[src/rtl/dmem_port_arbiter_pkg.sv]
// Shared types and constants for the two-requester data-memory port arbiter.
package dmem_arb_pkg;

  typedef enum logic [1:0] {
    IDLE = 2'd0,
    BUSY = 2'd1,
    DONE = 2'd2
  } arb_state_t;

  typedef logic [1:0] tam_t;

  localparam tam_t TAM_B = 2'b00;
  localparam tam_t TAM_H = 2'b01;
  localparam tam_t TAM_W = 2'b10;
  localparam tam_t TAM_D = 2'b11;

  localparam int REQ_CORE = 0;
  localparam int REQ_LOAD = 1;

  // Requester index to one-hot done/gnt vector.
  function automatic logic [1:0] idx2oh(input logic idx);
    return idx ? 2'b10 : 2'b01;
  endfunction

endpackage

[src/rtl/dmem_port_arbiter_if.sv]
// Requester-side and memory-side signals of the shared data-memory port.
interface dmem_port_arbiter_if #(
  parameter int AW = 64,
  parameter int DW = 64
);
  logic [1:0]    req;
  logic [1:0]    we;
  logic [AW-1:0] addr0;
  logic [AW-1:0] addr1;
  logic [DW-1:0] wdata0;
  logic [DW-1:0] wdata1;
  logic [1:0]    tam0;
  logic [1:0]    tam1;
  logic [1:0]    gnt;
  logic [1:0]    done;
  logic [DW-1:0] rdata;
  logic          busy;
  logic [AW-1:0] mem_addr;
  logic [DW-1:0] mem_wdata;
  logic          mem_wr;
  logic [1:0]    mem_tam;
  logic [DW-1:0] mem_rdata;

  modport slave (
    input  req, we, addr0, addr1, wdata0, wdata1, tam0, tam1, mem_rdata,
    output gnt, done, rdata, busy, mem_addr, mem_wdata, mem_wr, mem_tam
  );

  modport master (
    output req, we, addr0, addr1, wdata0, wdata1, tam0, tam1, mem_rdata,
    input  gnt, done, rdata, busy, mem_addr, mem_wdata, mem_wr, mem_tam
  );
endinterface

[src/rtl/dmem_port_arbiter_rr_pick2.sv]
// Two-way round-robin picker: on a tie the requester that did not win last goes.
module rr_pick2
  import dmem_arb_pkg::*;
(
  input  logic [1:0] req,
  input  logic       last,
  output logic [1:0] win
);
  always_comb begin
    win = 2'b00;
    if (req == 2'b11) win = last ? idx2oh(1'b0) : idx2oh(1'b1);
    else              win = req;
  end
endmodule

[src/rtl/dmem_port_arbiter.sv]
// Shares one data-memory port between the core (0) and the loader (1); one
// access in flight, outputs driven from registers latched at grant time.
module dmem_port_arbiter
  import dmem_arb_pkg::*;
#(
  parameter int AW       = 64,
  parameter int DW       = 64,
  parameter int READ_LAT = 1
) (
  input  logic             clk,
  input  logic             rst,
  dmem_port_arbiter_if.slave bus
);
  localparam int CW = $clog2(READ_LAT + 1);

  if (READ_LAT < 1) begin : g_lat_chk
    $error("dmem_port_arbiter: READ_LAT must be >= 1");
  end

  arb_state_t    r_state;
  logic          r_last;
  logic          r_owner;
  logic          r_we;
  logic [CW-1:0] r_cnt;
  logic [1:0]    r_gnt;
  logic [1:0]    r_done;
  logic [DW-1:0] r_rdata;
  logic          r_busy;
  logic [AW-1:0] r_mem_addr;
  logic [DW-1:0] r_mem_wdata;
  logic          r_mem_wr;
  tam_t          r_mem_tam;

  logic [1:0]    w_win;
  logic          w_sel;

  rr_pick2 u_pick (
    .req  (bus.req),
    .last (r_last),
    .win  (w_win)
  );

  assign w_sel = w_win[REQ_LOAD];

  assign bus.gnt       = r_gnt;
  assign bus.done      = r_done;
  assign bus.rdata     = r_rdata;
  assign bus.busy      = r_busy;
  assign bus.mem_addr  = r_mem_addr;
  assign bus.mem_wdata = r_mem_wdata;
  assign bus.mem_wr    = r_mem_wr;
  assign bus.mem_tam   = r_mem_tam;

  always_ff @(posedge clk or negedge rst) begin
    if (!rst) begin
      r_state     <= IDLE;
      r_last      <= 1'b1;
      r_owner     <= 1'b0;
      r_we        <= 1'b0;
      r_cnt       <= '0;
      r_gnt       <= 2'b00;
      r_done      <= 2'b00;
      r_rdata     <= '0;
      r_busy      <= 1'b0;
      r_mem_addr  <= '0;
      r_mem_wdata <= '0;
      r_mem_wr    <= 1'b0;
      r_mem_tam   <= TAM_B;
    end else begin
      r_gnt  <= 2'b00;
      r_done <= 2'b00;
      case (r_state)
        IDLE: begin
          if (|bus.req) begin
            r_owner     <= w_sel;
            r_last      <= w_sel;
            r_we        <= bus.we[w_sel];
            r_mem_wr    <= bus.we[w_sel];
            r_mem_addr  <= w_sel ? bus.addr1  : bus.addr0;
            r_mem_wdata <= w_sel ? bus.wdata1 : bus.wdata0;
            r_mem_tam   <= w_sel ? bus.tam1   : bus.tam0;
            r_cnt       <= CW'(READ_LAT - 1);
            r_gnt       <= w_win;
            r_busy      <= 1'b1;
            r_state     <= BUSY;
          end
        end
        BUSY: begin
          // Writes take a single BUSY cycle; reads wait out the latency counter.
          if (r_we) begin
            r_mem_wr <= 1'b0;
            r_done   <= idx2oh(r_owner);
            r_state  <= DONE;
          end else if (r_cnt == '0) begin
            r_rdata  <= bus.mem_rdata;
            r_done   <= idx2oh(r_owner);
            r_state  <= DONE;
          end else begin
            r_cnt <= r_cnt - 1'b1;
          end
        end
        DONE: begin
          r_busy  <= 1'b0;
          r_state <= IDLE;
        end
        default: r_state <= IDLE;
      endcase
    end
  end
endmodule
[src/flat_wrapper.sv]
// flat-port wrapper written by rule: the top's interface ports become plain ports
module dmem_port_arbiter_flat import dmem_arb_pkg::*;
#(
  parameter int AW       = 64,
  parameter int DW       = 64,
  parameter int READ_LAT = 1
)
  (clk, rst, bus_req, bus_we, bus_addr0, bus_addr1, bus_wdata0, bus_wdata1, bus_tam0, bus_tam1, bus_mem_rdata, bus_gnt, bus_done, bus_rdata, bus_busy, bus_mem_addr, bus_mem_wdata, bus_mem_wr, bus_mem_tam);
  dmem_port_arbiter_if #(.AW(AW), .DW(DW)) bus_i ();
  input  logic clk;
  input  logic rst;
  input wire logic [$bits(bus_i.req)-1:0] bus_req;
  input wire logic [$bits(bus_i.we)-1:0] bus_we;
  input wire logic [$bits(bus_i.addr0)-1:0] bus_addr0;
  input wire logic [$bits(bus_i.addr1)-1:0] bus_addr1;
  input wire logic [$bits(bus_i.wdata0)-1:0] bus_wdata0;
  input wire logic [$bits(bus_i.wdata1)-1:0] bus_wdata1;
  input wire logic [$bits(bus_i.tam0)-1:0] bus_tam0;
  input wire logic [$bits(bus_i.tam1)-1:0] bus_tam1;
  input wire logic [$bits(bus_i.mem_rdata)-1:0] bus_mem_rdata;
  output wire logic [$bits(bus_i.gnt)-1:0] bus_gnt;
  output wire logic [$bits(bus_i.done)-1:0] bus_done;
  output wire logic [$bits(bus_i.rdata)-1:0] bus_rdata;
  output wire logic [$bits(bus_i.busy)-1:0] bus_busy;
  output wire logic [$bits(bus_i.mem_addr)-1:0] bus_mem_addr;
  output wire logic [$bits(bus_i.mem_wdata)-1:0] bus_mem_wdata;
  output wire logic [$bits(bus_i.mem_wr)-1:0] bus_mem_wr;
  output wire logic [$bits(bus_i.mem_tam)-1:0] bus_mem_tam;
  assign bus_i.req = bus_req;
  assign bus_i.we = bus_we;
  assign bus_i.addr0 = bus_addr0;
  assign bus_i.addr1 = bus_addr1;
  assign bus_i.wdata0 = bus_wdata0;
  assign bus_i.wdata1 = bus_wdata1;
  assign bus_i.tam0 = bus_tam0;
  assign bus_i.tam1 = bus_tam1;
  assign bus_i.mem_rdata = bus_mem_rdata;
  assign bus_gnt = bus_i.gnt;
  assign bus_done = bus_i.done;
  assign bus_rdata = bus_i.rdata;
  assign bus_busy = bus_i.busy;
  assign bus_mem_addr = bus_i.mem_addr;
  assign bus_mem_wdata = bus_i.mem_wdata;
  assign bus_mem_wr = bus_i.mem_wr;
  assign bus_mem_tam = bus_i.mem_tam;
  dmem_port_arbiter #(.AW(AW), .DW(DW), .READ_LAT(READ_LAT)) u_core (.clk(clk), .rst(rst), .bus(bus_i));
endmodule
[config.mk]
export PLATFORM = sky130hd
export DESIGN_NAME = dmem_port_arbiter_flat
export DESIGN_NICKNAME = d
export VERILOG_FILES = /design/src/rtl/dmem_port_arbiter_pkg.sv /design/src/rtl/dmem_port_arbiter_if.sv /design/src/rtl/dmem_port_arbiter_rr_pick2.sv /design/src/rtl/dmem_port_arbiter.sv /design/src/flat_wrapper.sv
export SDC_FILE = /design/constraint.sdc
export NUM_CORES = 1
export LEC_CHECK = 0
export CORE_AREA = 2 2 206 208
export DETAILED_ROUTE_END_ITERATION = 16
export DIE_AREA = 0 0 208 210
export SYNTH_ARGS = -nofsm -noshare
export SYNTH_HDL_FRONTEND = slang
export SYNTH_SLANG_ARGS = --single-unit
[constraint.sdc]
create_clock -name clk -period 2.3 [get_ports clk]
set_input_delay 0.46 -clock clk [delete_from_list [all_inputs] [get_ports clk]]
set_output_delay 0.46 -clock clk [all_outputs]
set_load 0.02 [all_outputs]
==> flow_summary.toml, run 1 <==
[clock_network]
tritoncts = "built"
cts_buffer_depth = 3
clk-insertion-delay-late_ns = 0.51
htree_levels = 1
clockRootBuffer = "clkbuf_16"
path_clk_slew_ns = 0.05
numCtsBuffers = 24
clock_sinks = 205

[timing]
finalCritPeriodShare = 0.892
finalSetupTns_ns = 0
setup_viol = 0
holdWs_ns = 0.450
hold_violations = 0
relSlewSlack = 0.577
rsz0062_at_grt = "false"
post-route-min-period_ns = 2.05
max_freq_mhz = 487
fin_skew_ns = 0.00835
drv_slew = 0
worstMarginPinSlew_ns = 0.635

[floorplanning]
core_sq_um = 41500
die-area_sq_um = 43700
io_pins = 530
die_x_um = 208
start_util = 0.236
rows = 75
die_height_um = 210

[synthesis]
synth_area_sq_um = 9780
synthDistinctLibCells = 23
ys_seq_area_frac = 0.525
ys_warn_count = 0
synth.avg_cell_area_sq_um = 16.6
netlist_instances = 588
ys_ff_latch = 205
synthesis.nets = 918

[setup_path]
path_cells = "clkdlybuf4s50_1"
crit_type = "register to output port"
slowest_stage = "clkdlybuf4s50_1"
path_delay_family = "buffers and inverters"
cp-end-kind = "output port"
r2r_end = "u_core.bus.mem_wdata[13]"
cp_num_buf_inv = 1
r2r_start = "u_core.r_last"
critPathMaxStageDelay_ns = 0.65
critPathMaxFanout = 2
regToRegSetupSlack_ns = 0.46
crit_arrival_ns = 1.59
rr_worst_depth = 5
worstSetupStartpointType = "register"
worst_ep_required_time_ns = 1.84

[finish]
fillers = 3921
final_cell_mix = "clkdlybuf4s50_1 (528), dfrtp_1 (204), mux2_2 (164), mux2_4 (160), buf_4 (39)"
layout_commonest_cell = "clkdlybuf4s50_1"
final_nets = 1494
diodes = 0
syn2layout_area_growth_pct = 73.0
final_layout_size_suffix_gt1_frac = 0.357

[grt]
grt_first_pass_wirelength_um = 46500
grt-ovfl-total = 0
grt_pass1_vias = 7900
grt_start_max_net_pins = 66
antenna_found_initial = 0
grt_usage = 0.135

[hold_path]
whs_endpoint = "u_core.bus.done[0]"
min_path_type = "register to register"
hold_start = "u_core.r_owner"
hold_depth = 1

[route]
drc = 0
drtIter0Drc = 145
num_vias = 7004
wl_per_cell_um = 17.8
via_per_inst = 4.07
first_pass_iters = 4
finalWirelength_um = 30600
ant_nets = 0

[power_and_ir_drop]
power.density_nw_per_um2 = 1340
leakagePower_nw = 7.24
max-vdd-ir-drop_uv = 596

[place]
hpwl_um = 24200
numPortBuffers = 529
gp_congestion = 0.752

[job]
max_cap_viol_count = 0

[outcome]
status = "complete, no violations"
-- per-stage QoR --
stage	setup WS (ns)	area [sq um]	instances	power, mW	util
2_1_floorplan	0.590	9780	588	13.2	-
3_3_place_gp	0.0569	16100	1676	19.0	0.389
3_5_place_dp	0.0225	16100	1676	19.1	0.389
4_1_cts	0.189	16900	1720	23.0	0.408
5_1_grt	0.172	16900	1720	23.8	0.408
6_report	0.248	16900	1720	22.6	0.408
-- area by class of cell --
class                           instances  area, sq um  share of cell area
Timing Repair Buffer                  585         5920               0.350
Sequential cell                       205         5130               0.303
Multi-Input combinational cell        343         4380               0.259
Clock buffer                           39          758              0.0448
Tap cell                              539          674              0.0399
Inverter                                5         23.8             0.00141
Clock inverter                          4         22.5             0.00133
-- registers in the layout, summed over array words and instances, names as in the netlist, 2 cells and up --
name and flops:
u_core.bus.mem_addr 64, u_core.bus.mem_wdata 64, u_core.bus.mem_tam 2, u_core.bus.gnt 2, u_core.r_state 2, u_core.bus.rdata 64
u_core.bus.done 2
-- cell families (layout without fill, tap and decap cells) --
kind of cell / after synthesis / in the layout / share of synthesized area
flops: 205 / 205 / 0.525
compound gates: 8 / 8 / 0.00537
simple gates: 8 / 8 / 0.00397
mux: 327 / 327 / 0.438
buf+inv: 40 / 633 / 0.0284
-- report_power, final --
group | leakage (nW) | switching, mW | internal (mW)
clock network | 0.385 | 1.49 | 2.24
registers | 2.41 | 1.06 | 5.50
logic | 4.45 | 5.26 | 7.09
-- layer usage --
| layer | up-vias | part of all wire | wire length (um) | global-route usage |
|---|---|---|---|---|
| met5 | - | 0 | 0 | 0 |
| met4 | 0 | 0.022 | 687 | 0.0408 |
| met3 | 37 | 0.090 | 2740 | 0.0451 |
| met2 | 327 | 0.49 | 15100 | 0.238 |
| met1 | 3379 | 0.39 | 12000 | 0.156 |
| li1 | 3261 | - | - | - |
-- synth_stat cells --
master / instances / area, sq um
dfrtp_1: 204 / 5100
mux2_2: 164 / 1850
mux2_4: 160 / 2400
buf_2: 18 / 90.1
buf_6: 9 / 101
buf_4: 7 / 52.6
inv_1: 4 / 15.0
mux2i_1: 3 / 30.0
a21oi_1: 2 / 10.0
nand2_1: 2 / 7.51
nor2_1: 2 / 7.51
o21ai_0: 2 / 10.0
a21bo_1: 1 / 10.0
a21o_1: 1 / 7.51
a31oi_1: 1 / 6.26
and2_1: 1 / 6.26
buf_8: 1 / 15.0
clkinv_1: 1 / 3.75
dfstp_2: 1 / 26.3
nand2b_1: 1 / 6.26
nor2_2: 1 / 6.26
nor3_1: 1 / 5.00
o21ai_2: 1 / 8.76
-- worst reg2reg max path, stage by stage, from the launching register on --
cell	delay [ns]
dfstp_2	0.56
a21bo_4	0.16
buf_12	0.17
buf_4	0.21
mux2_2	0.36
mux2_2	0.27
-- worst max path at each step --
stage / startpoint / end / slack, ns / depth (start not counted)
after global placement: bus_req[1] / u_core.bus.mem_addr[45] / 0.06 / 6
after detailed placement: bus_req[0] / u_core.bus.mem_wdata[13] / 0.02 / 6
after global routing: u_core.bus.mem_wdata[4] / bus_mem_wdata[4] / 0.17 / 1
after CTS: u_core.bus.mem_wdata[4] / bus_mem_wdata[4] / 0.19 / 1
after floorplan: u_core.r_last / u_core.bus.mem_addr[0] / 0.59 / 6
final: u_core.bus.mem_wdata[58] / bus_mem_wdata[58] / 0.25 / 1
-- timing repair --
item	CTS	global route
endpoints found under the hold margin	25	0
hold buffers	1	0
setup buffers	0	0
setup endpoints to repair	0	0
gates resized for setup	0	0
Note: power is estimated with default switching activity, not from simulation.
==> inputs of run 2 (changes only) <==
--- a/config.mk
+++ b/config.mk
@@ -5,9 +5,11 @@
 export SDC_FILE = /design/constraint.sdc
 export NUM_CORES = 1
 export LEC_CHECK = 0
+export CAP_MARGIN = 20
 export CORE_AREA = 2 2 206 208
 export DETAILED_ROUTE_END_ITERATION = 16
 export DIE_AREA = 0 0 208 210
+export PLACE_DENSITY = 0.5
 export SYNTH_ARGS = -nofsm -noshare
 export SYNTH_HDL_FRONTEND = slang
 export SYNTH_SLANG_ARGS = --single-unit
==> run 2 against run 1 <==
  * Global-route usage up 0.60 points
  * Fmax increased by 0.28%
  * Sequential share of layout area up 0.30 points
  * Flip-flop and latch count stayed put
  * Combinational power hardly changed
  * Sequential power hardly changed
  * Largest power group unchanged
  * Critical endpoint is now bus_mem_wdata[60]
  * Clock-buffer cell count stayed put
==> flow_summary.toml, run 2 (same netlist as run 1, synthesis figures left out) <==
[outcome]
status = "complete, no violations"

[route]
via_per_inst = 4.07
finalWirelength_um = 32000
drtIter0Drc = 152
ant_nets = 0
wl_per_cell_um = 18.9
num_vias = 6914
drc = 0
first_pass_iters = 3

[setup_path]
crit_type = "register to output port"
slowest_stage = "clkdlybuf4s50_1"
critPathMaxFanout = 2
cp_num_buf_inv = 1
r2r_start = "u_core.r_last"
worst_ep_required_time_ns = 1.84
critPathMaxStageDelay_ns = 0.67
worstSetupStartpointType = "register"
regToRegSetupSlack_ns = 0.44
path_cells = "clkdlybuf4s50_1"
r2r_end = "u_core.bus.mem_wdata[14]"
rr_worst_depth = 5
crit_arrival_ns = 1.59
path_delay_family = "buffers and inverters"
cp-end-kind = "output port"

[place]
gp_congestion = 0.754
numPortBuffers = 529
hpwl_um = 24700

[timing]
finalCritPeriodShare = 0.890
finalSetupTns_ns = 0
setup_viol = 0
rsz0062_at_grt = "false"
post-route-min-period_ns = 2.05
relSlewSlack = 0.677
drv_slew = 0
hold_violations = 0
worstMarginPinSlew_ns = 0.485
max_freq_mhz = 489
fin_skew_ns = 0.0188
holdWs_ns = 0.457

[grt]
antenna_found_initial = 0
grt-ovfl-total = 0
grt_start_max_net_pins = 65
grt_first_pass_wirelength_um = 47700
grt_pass1_vias = 7680
grt_usage = 0.141

[floorplanning]
io_pins = 530
die_height_um = 210
die_x_um = 208
core_sq_um = 41500
die-area_sq_um = 43700
rows = 75
start_util = 0.236

[job]
max_cap_viol_count = 0

[finish]
final_nets = 1474
diodes = 0
layout_commonest_cell = "clkdlybuf4s50_1"
syn2layout_area_growth_pct = 71.3
final_layout_size_suffix_gt1_frac = 0.347
final_cell_mix = "clkdlybuf4s50_1 (528), dfrtp_1 (204), mux2_2 (164), mux2_4 (160), clkbuf_16 (27)"

[clock_network]
postCtsSetupRepairBufs = 0
numCtsBuffers = 26
cts_buffer_depth = 3
clk-insertion-delay-late_ns = 0.53
path_clk_slew_ns = 0.06
tritoncts = "built"
clockRootBuffer = "clkbuf_16"
htree_levels = 1
clock_sinks = 205
cts_resized = 0

[power_and_ir_drop]
max-vdd-ir-drop_uv = 526
power.density_nw_per_um2 = 1350
leakagePower_nw = 7.14

[hold_path]
min_path_type = "primary input to async pin"
==> run 2: final cells by class <==
class | instances | area (sq um)
multi-input cells | 343 | 4380
fillers | 3951 | 24700
repair buffers | 563 | 5690
clock buffers | 39 | 791
inverters | 5 | 23.8
clock inverters | 5 | 52.6
flip-flops and latches | 205 | 5130
well taps | 539 | 674
==> run 2: what timing repair did <==
action / 4_1_cts / 5_1_grt
endpoints found under the hold margin: 45 / 0
endpoints found under the setup margin: 0 / 0
hold buffers: 1 / 0
==> run 2: power breakdown <==
| part | total, mW | leakage (nW) | switching, mW | internal (mW) |
|---|---|---|---|---|
| clock network | 4.02 | 0.415 | 1.57 | 2.46 |
| registers | 6.53 | 2.41 | 1.02 | 5.50 |
| logic | 12.1 | 4.31 | 5.29 | 6.84 |
| total | 22.7 | 7.14 | 7.88 | 14.8 |
==> run 2: metrics by stage <==
stage / instances / area, sq um / setup WS, ns / util / power [mW]
4_1_cts: 1699 / 16700 / 0.196 / 0.404 / 23.1
5_1_grt: 1699 / 16700 / 0.179 / 0.404 / 23.9
2_1_floorplan: 588 / 9780 / 0.590 / - / 13.2
3_5_place_dp: 1654 / 15900 / 0.0261 / 0.383 / 18.9
6_report: 1699 / 16700 / 0.254 / 0.404 / 22.7
3_3_place_gp: 1654 / 15900 / 0.0374 / 0.383 / 18.8
==> run 2: worst max path at each step <==
stage / from / to / cells after the start
after floorplan: u_core.r_last / u_core.bus.mem_addr[0] / 6
after global placement: bus_req[0] / u_core.bus.mem_wdata[15] / 5
after detailed placement: bus_req[0] / u_core.bus.mem_wdata[15] / 5
final: u_core.bus.mem_wdata[60] / bus_mem_wdata[60] / 1
after CTS: u_core.bus.mem_wdata[60] / bus_mem_wdata[60] / 1
after global routing: u_core.bus.mem_wdata[5] / bus_mem_wdata[5] / 1
==> run 2: routing by layer <==
layer  wire [um]  GRT usage  vias to the layer above
met5           0          0                        -
met1       12400      0.160                     3361
met2       16200      0.252                      296
li1            -          -                     3216
met3        2720     0.0493                       41
met4         703     0.0391                        0
